**src/rtl/capture_pkg.sv**
```systemverilog
// Shared definitions for the sample-capture buffer: FSM state encoding and
// default geometry.
package capture_pkg;

    localparam int DATA_W_DEF = 4;
    localparam int DEPTH_DEF  = 16;

    typedef enum logic [2:0] {
        IDLE    = 3'd0,
        ARMED   = 3'd1,
        CAPTURE = 3'd2,
        FULL    = 3'd3,
        READ    = 3'd4
    } state_e;

endpackage

```
**src/rtl/capture_ram.sv**
```systemverilog
// Simple dual-port sample store: one synchronous write port, one synchronous
// read port with a registered output. The array itself is never reset; only
// the output register is, so readout presents zero after reset.
module capture_ram
    import capture_pkg::*;
#(
    parameter int DATA_W = DATA_W_DEF,
    parameter int DEPTH  = DEPTH_DEF,
    parameter int ADDR_W = $clog2(DEPTH)
) (
    input  logic              clk,
    input  logic              rst_n,
    input  logic              we_i,
    input  logic [ADDR_W-1:0] waddr_i,
    input  logic [DATA_W-1:0] wdata_i,
    input  logic              re_i,
    input  logic [ADDR_W-1:0] raddr_i,
    output logic [DATA_W-1:0] rdata_o
);

    logic [DATA_W-1:0] mem [DEPTH];
    logic [DATA_W-1:0] rdata_q;

    // Write port: store a sample when enabled.
    always_ff @(posedge clk) begin
        if (we_i) begin
            mem[waddr_i] <= wdata_i;
        end
    end

    // Read port: registered output that holds its value between reads.
    always_ff @(posedge clk or negedge rst_n) begin
        if (!rst_n) begin
            rdata_q <= '0;
        end else if (re_i) begin
            rdata_q <= mem[raddr_i];
        end
    end

    assign rdata_o = rdata_q;

endmodule

```
**src/rtl/capture_buffer.sv**
```systemverilog
// Capture buffer: after arm + trigger, records DEPTH valid samples into a
// RAM, then plays them back one word per accepted rd_en with one cycle of
// latency. rd_valid/rd_last are pipelined to line up with the RAM output.
module capture_buffer
    import capture_pkg::*;
#(
    parameter int DATA_W = DATA_W_DEF,
    parameter int DEPTH  = DEPTH_DEF
) (
    input  logic                     clk,
    input  logic                     reset,
    input  logic                     arm,
    input  logic                     trig,
    input  logic                     din_valid,
    input  logic [DATA_W-1:0]        din,
    input  logic                     rd_en,
    output logic [DATA_W-1:0]        rd_data,
    output logic                     rd_valid,
    output logic                     rd_last,
    output logic                     busy,
    output logic                     done,
    output logic [$clog2(DEPTH):0]   count
);

    localparam int ADDR_W = $clog2(DEPTH);
    localparam logic [ADDR_W-1:0] ADDR_ONE  = 1;
    localparam logic [ADDR_W-1:0] LAST_ADDR = ADDR_W'(DEPTH - 1);
    localparam logic [ADDR_W:0]   CNT_ONE   = 1;

    state_e            state_q, state_d;
    logic [ADDR_W-1:0] wr_addr_q, wr_addr_d;
    logic [ADDR_W-1:0] rd_addr_q, rd_addr_d;
    logic [ADDR_W:0]   count_q, count_d;
    logic              rd_valid_q, rd_valid_d;
    logic              rd_last_q, rd_last_d;

    logic              ram_we;
    logic              ram_re;
    logic [ADDR_W-1:0] ram_raddr;

    // State, address counters, sample count and read-qualifier pipeline.
    always_ff @(posedge clk or negedge reset) begin
        if (!reset) begin
            state_q    <= IDLE;
            wr_addr_q  <= '0;
            rd_addr_q  <= '0;
            count_q    <= '0;
            rd_valid_q <= 1'b0;
            rd_last_q  <= 1'b0;
        end else begin
            state_q    <= state_d;
            wr_addr_q  <= wr_addr_d;
            rd_addr_q  <= rd_addr_d;
            count_q    <= count_d;
            rd_valid_q <= rd_valid_d;
            rd_last_q  <= rd_last_d;
        end
    end

    // Next-state logic plus RAM write/read strobes.
    always_comb begin
        state_d    = state_q;
        wr_addr_d  = wr_addr_q;
        rd_addr_d  = rd_addr_q;
        count_d    = count_q;
        rd_valid_d = 1'b0;
        rd_last_d  = 1'b0;
        ram_we     = 1'b0;
        ram_re     = 1'b0;
        ram_raddr  = rd_addr_q;

        case (state_q)
            IDLE: begin
                if (arm) begin
                    state_d   = ARMED;
                    count_d   = '0;
                    wr_addr_d = '0;
                end
            end
            ARMED: begin
                // wr_addr_q is zero here, so the first sample lands at 0.
                if (trig && din_valid) begin
                    ram_we    = 1'b1;
                    wr_addr_d = wr_addr_q + ADDR_ONE;
                    count_d   = CNT_ONE;
                    state_d   = CAPTURE;
                end
            end
            CAPTURE: begin
                if (din_valid) begin
                    ram_we    = 1'b1;
                    wr_addr_d = wr_addr_q + ADDR_ONE;
                    count_d   = count_q + CNT_ONE;
                    if (wr_addr_q == LAST_ADDR) begin
                        state_d = FULL;
                    end
                end
            end
            FULL: begin
                // A read request takes priority over re-arming.
                if (rd_en) begin
                    ram_re     = 1'b1;
                    ram_raddr  = '0;
                    rd_addr_d  = ADDR_ONE;
                    rd_valid_d = 1'b1;
                    state_d    = READ;
                end else if (arm) begin
                    state_d   = ARMED;
                    count_d   = '0;
                    wr_addr_d = '0;
                end
            end
            READ: begin
                if (rd_en) begin
                    ram_re     = 1'b1;
                    rd_addr_d  = rd_addr_q + ADDR_ONE;
                    rd_valid_d = 1'b1;
                    rd_last_d  = (rd_addr_q == LAST_ADDR);
                    if (rd_addr_q == LAST_ADDR) begin
                        state_d = IDLE;
                    end
                end
            end
            default: state_d = IDLE;
        endcase
    end

    capture_ram #(
        .DATA_W (DATA_W),
        .DEPTH  (DEPTH),
        .ADDR_W (ADDR_W)
    ) u_ram (
        .clk     (clk),
        .rst_n   (reset),
        .we_i    (ram_we),
        .waddr_i (wr_addr_q),
        .wdata_i (din),
        .re_i    (ram_re),
        .raddr_i (ram_raddr),
        .rdata_o (rd_data)
    );

    assign rd_valid = rd_valid_q;
    assign rd_last  = rd_last_q;
    assign busy     = (state_q == ARMED) || (state_q == CAPTURE) || (state_q == READ);
    assign done     = (state_q == FULL);
    assign count    = count_q;

endmodule

```
**config.mk**
```make
export PLATFORM = sky130hd
export DESIGN_NAME = capture_buffer
export DESIGN_NICKNAME = d
export VERILOG_FILES = /design/src/rtl/capture_pkg.sv /design/src/rtl/capture_ram.sv /design/src/rtl/capture_buffer.sv
export SDC_FILE = /design/constraint.sdc
export NUM_CORES = 1
export LEC_CHECK = 0
export ABC_AREA = 1
export CORE_AREA = 2 2 89 113
export DETAILED_ROUTE_END_ITERATION = 8
export DIE_AREA = 0 0 91 115
export DONT_BUFFER_PORTS = 1
export MAX_ROUTING_LAYER = met4
export PLACE_DENSITY = 0.69
export SYNTH_ARGS = -nofsm -noshare
export SYNTH_HDL_FRONTEND = slang
export SYNTH_SLANG_ARGS = --single-unit
```
**constraint.sdc**
```tcl
create_clock -name clk -period 3.7 [get_ports clk]
set_clock_uncertainty 0.05 [all_clocks]
set_input_delay 0.74 -clock clk [delete_from_list [all_inputs] [get_ports clk]]
set_output_delay 0.74 -clock clk [all_outputs]
set_load 0.01 [all_outputs]
```
### Word level (Yosys, flattened, before mapping)

Memories as Yosys holds them, arrays and structs flattened. A register that Yosys moved wholly into a read port is not among the register bits.
Index checks and enable logic that the tools add are counted.

| word-level totals | value |
|---|---|
| memories kept | 1 |
| logic and storage cells | 66 |
| register bits after elaboration | 18 |
| memory bits (writable) | 64 |
| output and inout bits | 13 |
| input port bits | 10 |

Memory list:

| memory | words | bits a word | rd ports | clocked after Yosys merged registers in | write ports | RTL line | source |
|---|---|---|---|---|---|---|---|
| u_ram.mem | 16 | 4 | 1 | 1 | 1 | capture_ram.sv:21 | `logic [DATA_W-1:0] mem [DEPTH];` |

| operators by class | value |
|---|---|
| $add $sub $neg | 3 |
| reductions and logical operators | 11 |
| mux-type cells | 32 |
| equal/unequal tests | 13 |

Operators with widths:

| kind | count |
|---|---|
| $mux W4 | 8 |
| $mux W3 | 7 |
| $mux W5 | 4 |
| $pmux W5 S4 | 1 |
| $pmux W4 S4 | 1 |
| $pmux W3 S5 | 1 |
| $ne A2 B2 Y1 const B | 7 |
| $add A4 B1 Y4 const B | 2 |
| $eq A4 B4 Y1 const B | 2 |
| $mux W1 | 8 |
| $pmux W4 S2 | 1 |
| $eq A3 B2 Y1 const B | 2 |
| $add A5 B1 Y5 const B | 1 |
| $reduce_and A5 Y1 | 1 |
| $reduce_and A4 Y1 | 1 |
| $reduce_bool A4 Y1 | 1 |
| $eq A3 B1 Y1 const B | 1 |
| $eq A3 B3 Y1 const B | 1 |
| $logic_not A3 Y1 | 1 |
| $reduce_and A3 Y1 | 1 |
| $logic_or A1 B1 Y1 | 2 |
| $pmux W1 S2 | 1 |
| $reduce_bool A2 Y1 | 1 |
| $reduce_or A2 Y1 | 1 |
| other kinds (2) | 2 |

### Logic depth before layout (Yosys ltp)

| logic depth | value |
|---|---|
| depth in word-level cells | 5 |
| gate-level depth with buffers | 11 |
| mapped depth without buffers | 11 |

### Modules after synthesis

Synthesis repeated with hierarchy kept, for this count alone.

| unflattened totals | value |
|---|---|
| cell total of the unflattened synthesis | 414 |
| area, all modules | 4038.9 µm² |

Modules (own cells, without submodules):

| module | seq. area each (µm²) | cells each | times used | area each (µm²) |
|---|---|---|---|---|
| capture_ram | 2021.9 | 255 | 1 | 2872.8 |
| capture_buffer | 450.4 | 159 | 1 | 1166.1 |

### Worst setup path after synthesis

No wires, ideal clock.

| path | value |
|---|---|
| kind | register to register |
| start | register state_q[2] |
| end | memory u_ram.mem[11][0] in the netlist's numbering, enable pin |
| arrival time | 1550 ps |
| slack | 1767 ps |
| data required time | 3317 ps |
| stages on the path, launching flop included | 12 |
| clock period less this slack | 1933 ps |
| library setup time | 333 ps |
| buffers on the path | 0 |
| path through | dfrtp_1 > inv_2 > nand3_2 > nand2_4 > inv_4 > nand2_2 > nand3_2 > inv_2 > nand2_4 > nor2_8 > inv_4 > nor3_2 |

| on the way | value |
|---|---|
| cells in the longest elaborated chain, start to end | 4 |
| elaborated cells between the ends (all ways) | 5 |
| classes of those cells | 2 x eq/ne; 3 x mux |

RTL lines:

| item | RTL line | source |
|---|---|---|
| start, declared | capture_buffer.sv:30 | `state_e state_q, state_d;` |
| start signal, assigned | capture_buffer.sv:51 | `state_q <= state_d;` |
| $eq A3 B2 Y1 or $eq A3 B1 Y1 (tied branches) | capture_buffer.sv:72 | `case (state_q)` |
| $pmux W1 S2 * | capture_buffer.sv:72 |  |
| $mux W1 * | capture_ram.sv:26 | `if (we_i) begin` |
| $mux W1 (not written as such) * | capture_ram.sv:27 | `mem[waddr_i] <= wdata_i;` |
| end, declared | capture_ram.sv:21 |  |

Every way passes the cells marked *; elsewhere a longest branch is shown, timed or not.

### Final worst setup path

| path | value |
|---|---|
| start | register state_q[2] |
| end | register u_ram.rdata_q[3] (netlist: u_ram.rdata_o[3]), read port of u_ram.mem |

| on the way | value |
|---|---|
| cells in the longest elaborated chain, start to end | 3 |
| elaborated cells between the ends (all ways) | 5 |
| classes of those cells | 2 x eq/ne; 2 x mux; 1 x reduce/logical |

RTL lines:

| item | RTL line | source |
|---|---|---|
| $eq A3 B2 Y1 or $eq A3 B3 Y1 (tied branches) | capture_buffer.sv:72 |  |
| $reduce_or A2 Y1 (no line) | n/a |  |
| $mux W1 | n/a |  |
| end, declared | capture_ram.sv:22 | `logic [DATA_W-1:0] rdata_q;` |

Several ways; a longest one is shown, not always the timed one.
A chain may end at the register's enable or synchronous reset.

==> key figures <==
Power and ir drop
  – LEAKAGE: 1.89 nW
  – Sequential fraction of design power: 41.0%
  – PwrDens: 683 mW/mm^2
  – Total power: 3.07 mW
  – Sw Share: 37.7%
  – Net Sw Power: 1.16 mW
  – Logic gate share of total power: 32.5%
  – Peak VDD IR: 236 uV
  – Clk pwr share: 26.5%
  – Int Pwr: 1.91 mW

Place
  – Port Buffers: 0
  – Routability congestion estimate: 0.841
  – DP Area: 0.00423 sq mm
  – # placed instances: 518
  – Placement Setup Slack: 1100 ps
  – Dpl hpwl: 6020 um

Floorplanning
  – Effective utilization at floorplan: 44.1%
  – Die height: 115 um
  – DIE WIDTH: 91 um
  – Core outline area: 0.00941 sq mm
  – Num rows: 40
  – Total die area: 0.0105 sq mm
  – Ports: 23

Global routing
  – GRT Overall Usage: 17.6%
  – First-pass GRT wire length: 13,600 um
  – Vias in the first global route: 2,730
  – Initial antenna violation count: 0
  – Remaining global-route overflow: 0
  – Largest net degree at the start of global routing: 42

Finish
  – Inserted Diodes: 0
  – Commonest non-fill, non-tap cells in the layout: 75 x nand3_1, 64 x edfxtp_1, 63 x inv_1
  – Most common cell after layout, fill and taps aside: nand3_1
  – Layout area overhead: 8.45%
  – Final cell count without fillers: 534
  – Layout cells sized above 1: 12.3%
  – Final #Nets: 419
  – Fin util: 47.8%
  – Design area: 0.00450 sq mm

CTS
  – Hold_buf cts: 0
  – Clock-pin slew on the worst setup and hold paths: 60 ps
  – H-Tree Depth: 3
  – Count of cells resized by post-cts repair: 0
  – Clock Latency Late Sink: 350 ps
  – # clock sinks: 86
  – Num CTS Buffers: 9
  – Postcts setup bufs: 0
  – TritonCTS clock tree: built
  – Clock buffer depth: 2
  – Clock Root Buffer: clkbuf_16

Routing
  – Vias per inst: 5.14
  – Via count: 2,746
  – Antenna violation net count after detailed routing: 0
  – First-pass DRT Iterations: 4
  – Residual DRC: 0
  – Wirelength per Cell: 15.9 um
  – Final WL: 8470 um
  – Initial drt markers: 164

Logic synthesis
  – Register area share after synthesis: 59.6%
  – Post-Syn Area: 0.00415 sq mm
  – Number of synthesized register bits: 86
  – Synth Net Count: 420
  – Cell variety after synth: 34
  – EDFF count, synth: 64
  – Avg Inst Size Synth: 10.3 sq um
  – Post-synth ARST share: 25.6%
  – Synth area leader: edfxtp_1
  – Synth warnings: 0
  – Share of the synthesized area in the top cell type: 46.3%
  – Main flop type after synthesis: edfxtp_1
  – Post-Synthesis Cells: 404
  – Top cells by area, synth: edfxtp_1 46%, dfrtp_1 13%, nand3_1 9.1%

Timing
  – Finish-stage setup viols: 0
  – Sum of negative setup slack: 0 ps
  – Max Slew Vio Count: 0
  – Crit path time final: 2470 ps
  – Final Hold Slack: 36.1 ps
  – RSZ-0062 raised after global routing: false
  – Rel. slew slack: 60.1%
  – Tcrit/Tclk final: 66.6%
  – Final hold viol count: 0
  – Worst slew pin tran: 597 ps
  – Final worst setup slack: 1230 ps
  – Fmax: 406 MHz

Worst setup path
  – Top delay family on crit path: simple AND/OR/NAND/NOR gates
  – CP Data Arrival Time: 2650 ps
  – Buf/Inv on CP: 2
  – Slowest stage delay, CP: 590 ps
  – Slowest CP cell: nand2_1
  – Most used cell, CP: nand2_1
  – Critical-path maximum fanout: 41
  – Worst Setup Path Type: reg2reg
  – CP Data Required Time: 3890 ps
  – Crit start category: flop
  – Critical-path cell list: inv_2, nand4_4, nand2_1, inv_1, nand3_1, nand3_1, nand3_1, nand2_1, nand2_1, nand2_1
  – Crit path capture type: flop

Run
  – Max-cap violations: 0

Worst hold path
  – Tightest Hold Check Type: in2async

Outcome
  – Status: finished clean
## synthesized netlist by cell type (6+ instances only)
cell type  number
nand3b_1        8
or2_2          10
nand3_1        75
nor2_1         26
o21ai_0        11
o2111ai_1       6
a21oi_1         7
ha_1            6
inv_1          63
dfrtp_1        22
nand2_1        56
edfxtp_1       64
## layout make-up
cell class | instances | area (sq um)
tap | 126 | 158
sequential | 86 | 2470
inverter | 67 | 256
fill | 867 | 4910
multi-input combinational | 238 | 1330
clock buffer | 11 | 233
timing repair buffer | 1 | 7.51
clock inverter | 5 | 36.3
## final timing paths
check / startpoint / to / slack, ps / depth (start not counted)
max in group asynchronous: reset / count[3]$_DFFE_PN0P_ / 3490 / 0
worst max register to register: state_q[2]$_DFFE_PN0P_ / u_ram.rdata_o[3]$_DFFE_PN0P_ / 1230 / 10
worst min-delay path: reset / u_ram.rdata_o[0]$_DFFE_PN0P_ / 40 / 0
worst min register to register: u_ram.rdata_o[2]$_DFFE_PN0P_ / u_ram.rdata_o[2]$_DFFE_PN0P_ / 500 / 2
worst max-delay path: state_q[2]$_DFFE_PN0P_ / u_ram.rdata_o[3]$_DFFE_PN0P_ / 1230 / 10
min in group clk: din[2] / u_ram.mem[13][2]$_DFFE_PP_ / 440 / 0
## power by group through the flow
stage	sequential [mW]	combinational (mW)	clock, mW
after global placement	1.27	0.969	0
after CTS	1.26	0.995	0.832
after global routing	1.27	1.12	0.866
after floorplan	1.25	0.842	0
after detailed placement	1.28	0.987	0
final	1.26	0.997	0.815
## layer usage
metal,track usage (%),share of wire (%)
met1,20.5,43
met2,28.8,50
met3,4.39,5.0
met4,8.59,2.6
met5,-,0
## flip-flops by register name, summed over array words and instances (netlist names)
register	flops
rd_addr_q	4
u_ram.rdata_o	4
state_q	3
rd_last	1
rd_valid	1
wr_addr_q	4
u_ram.mem	64
count	5
## cells by family (layout without fill, tap and decap cells)
family	count (synthesis)	after routing	synth area share, %
AOI/OAI and AO/OA	30	30	4.86
xor gates and xnor gates	3	3	0.634
adders and majority gates	6	6	1.81
buffers and inverters	80	84	8.21
DFF	86	86	59.6
and+or+nand+nor	199	199	24.9
Power figures use the tool's default switching activity.
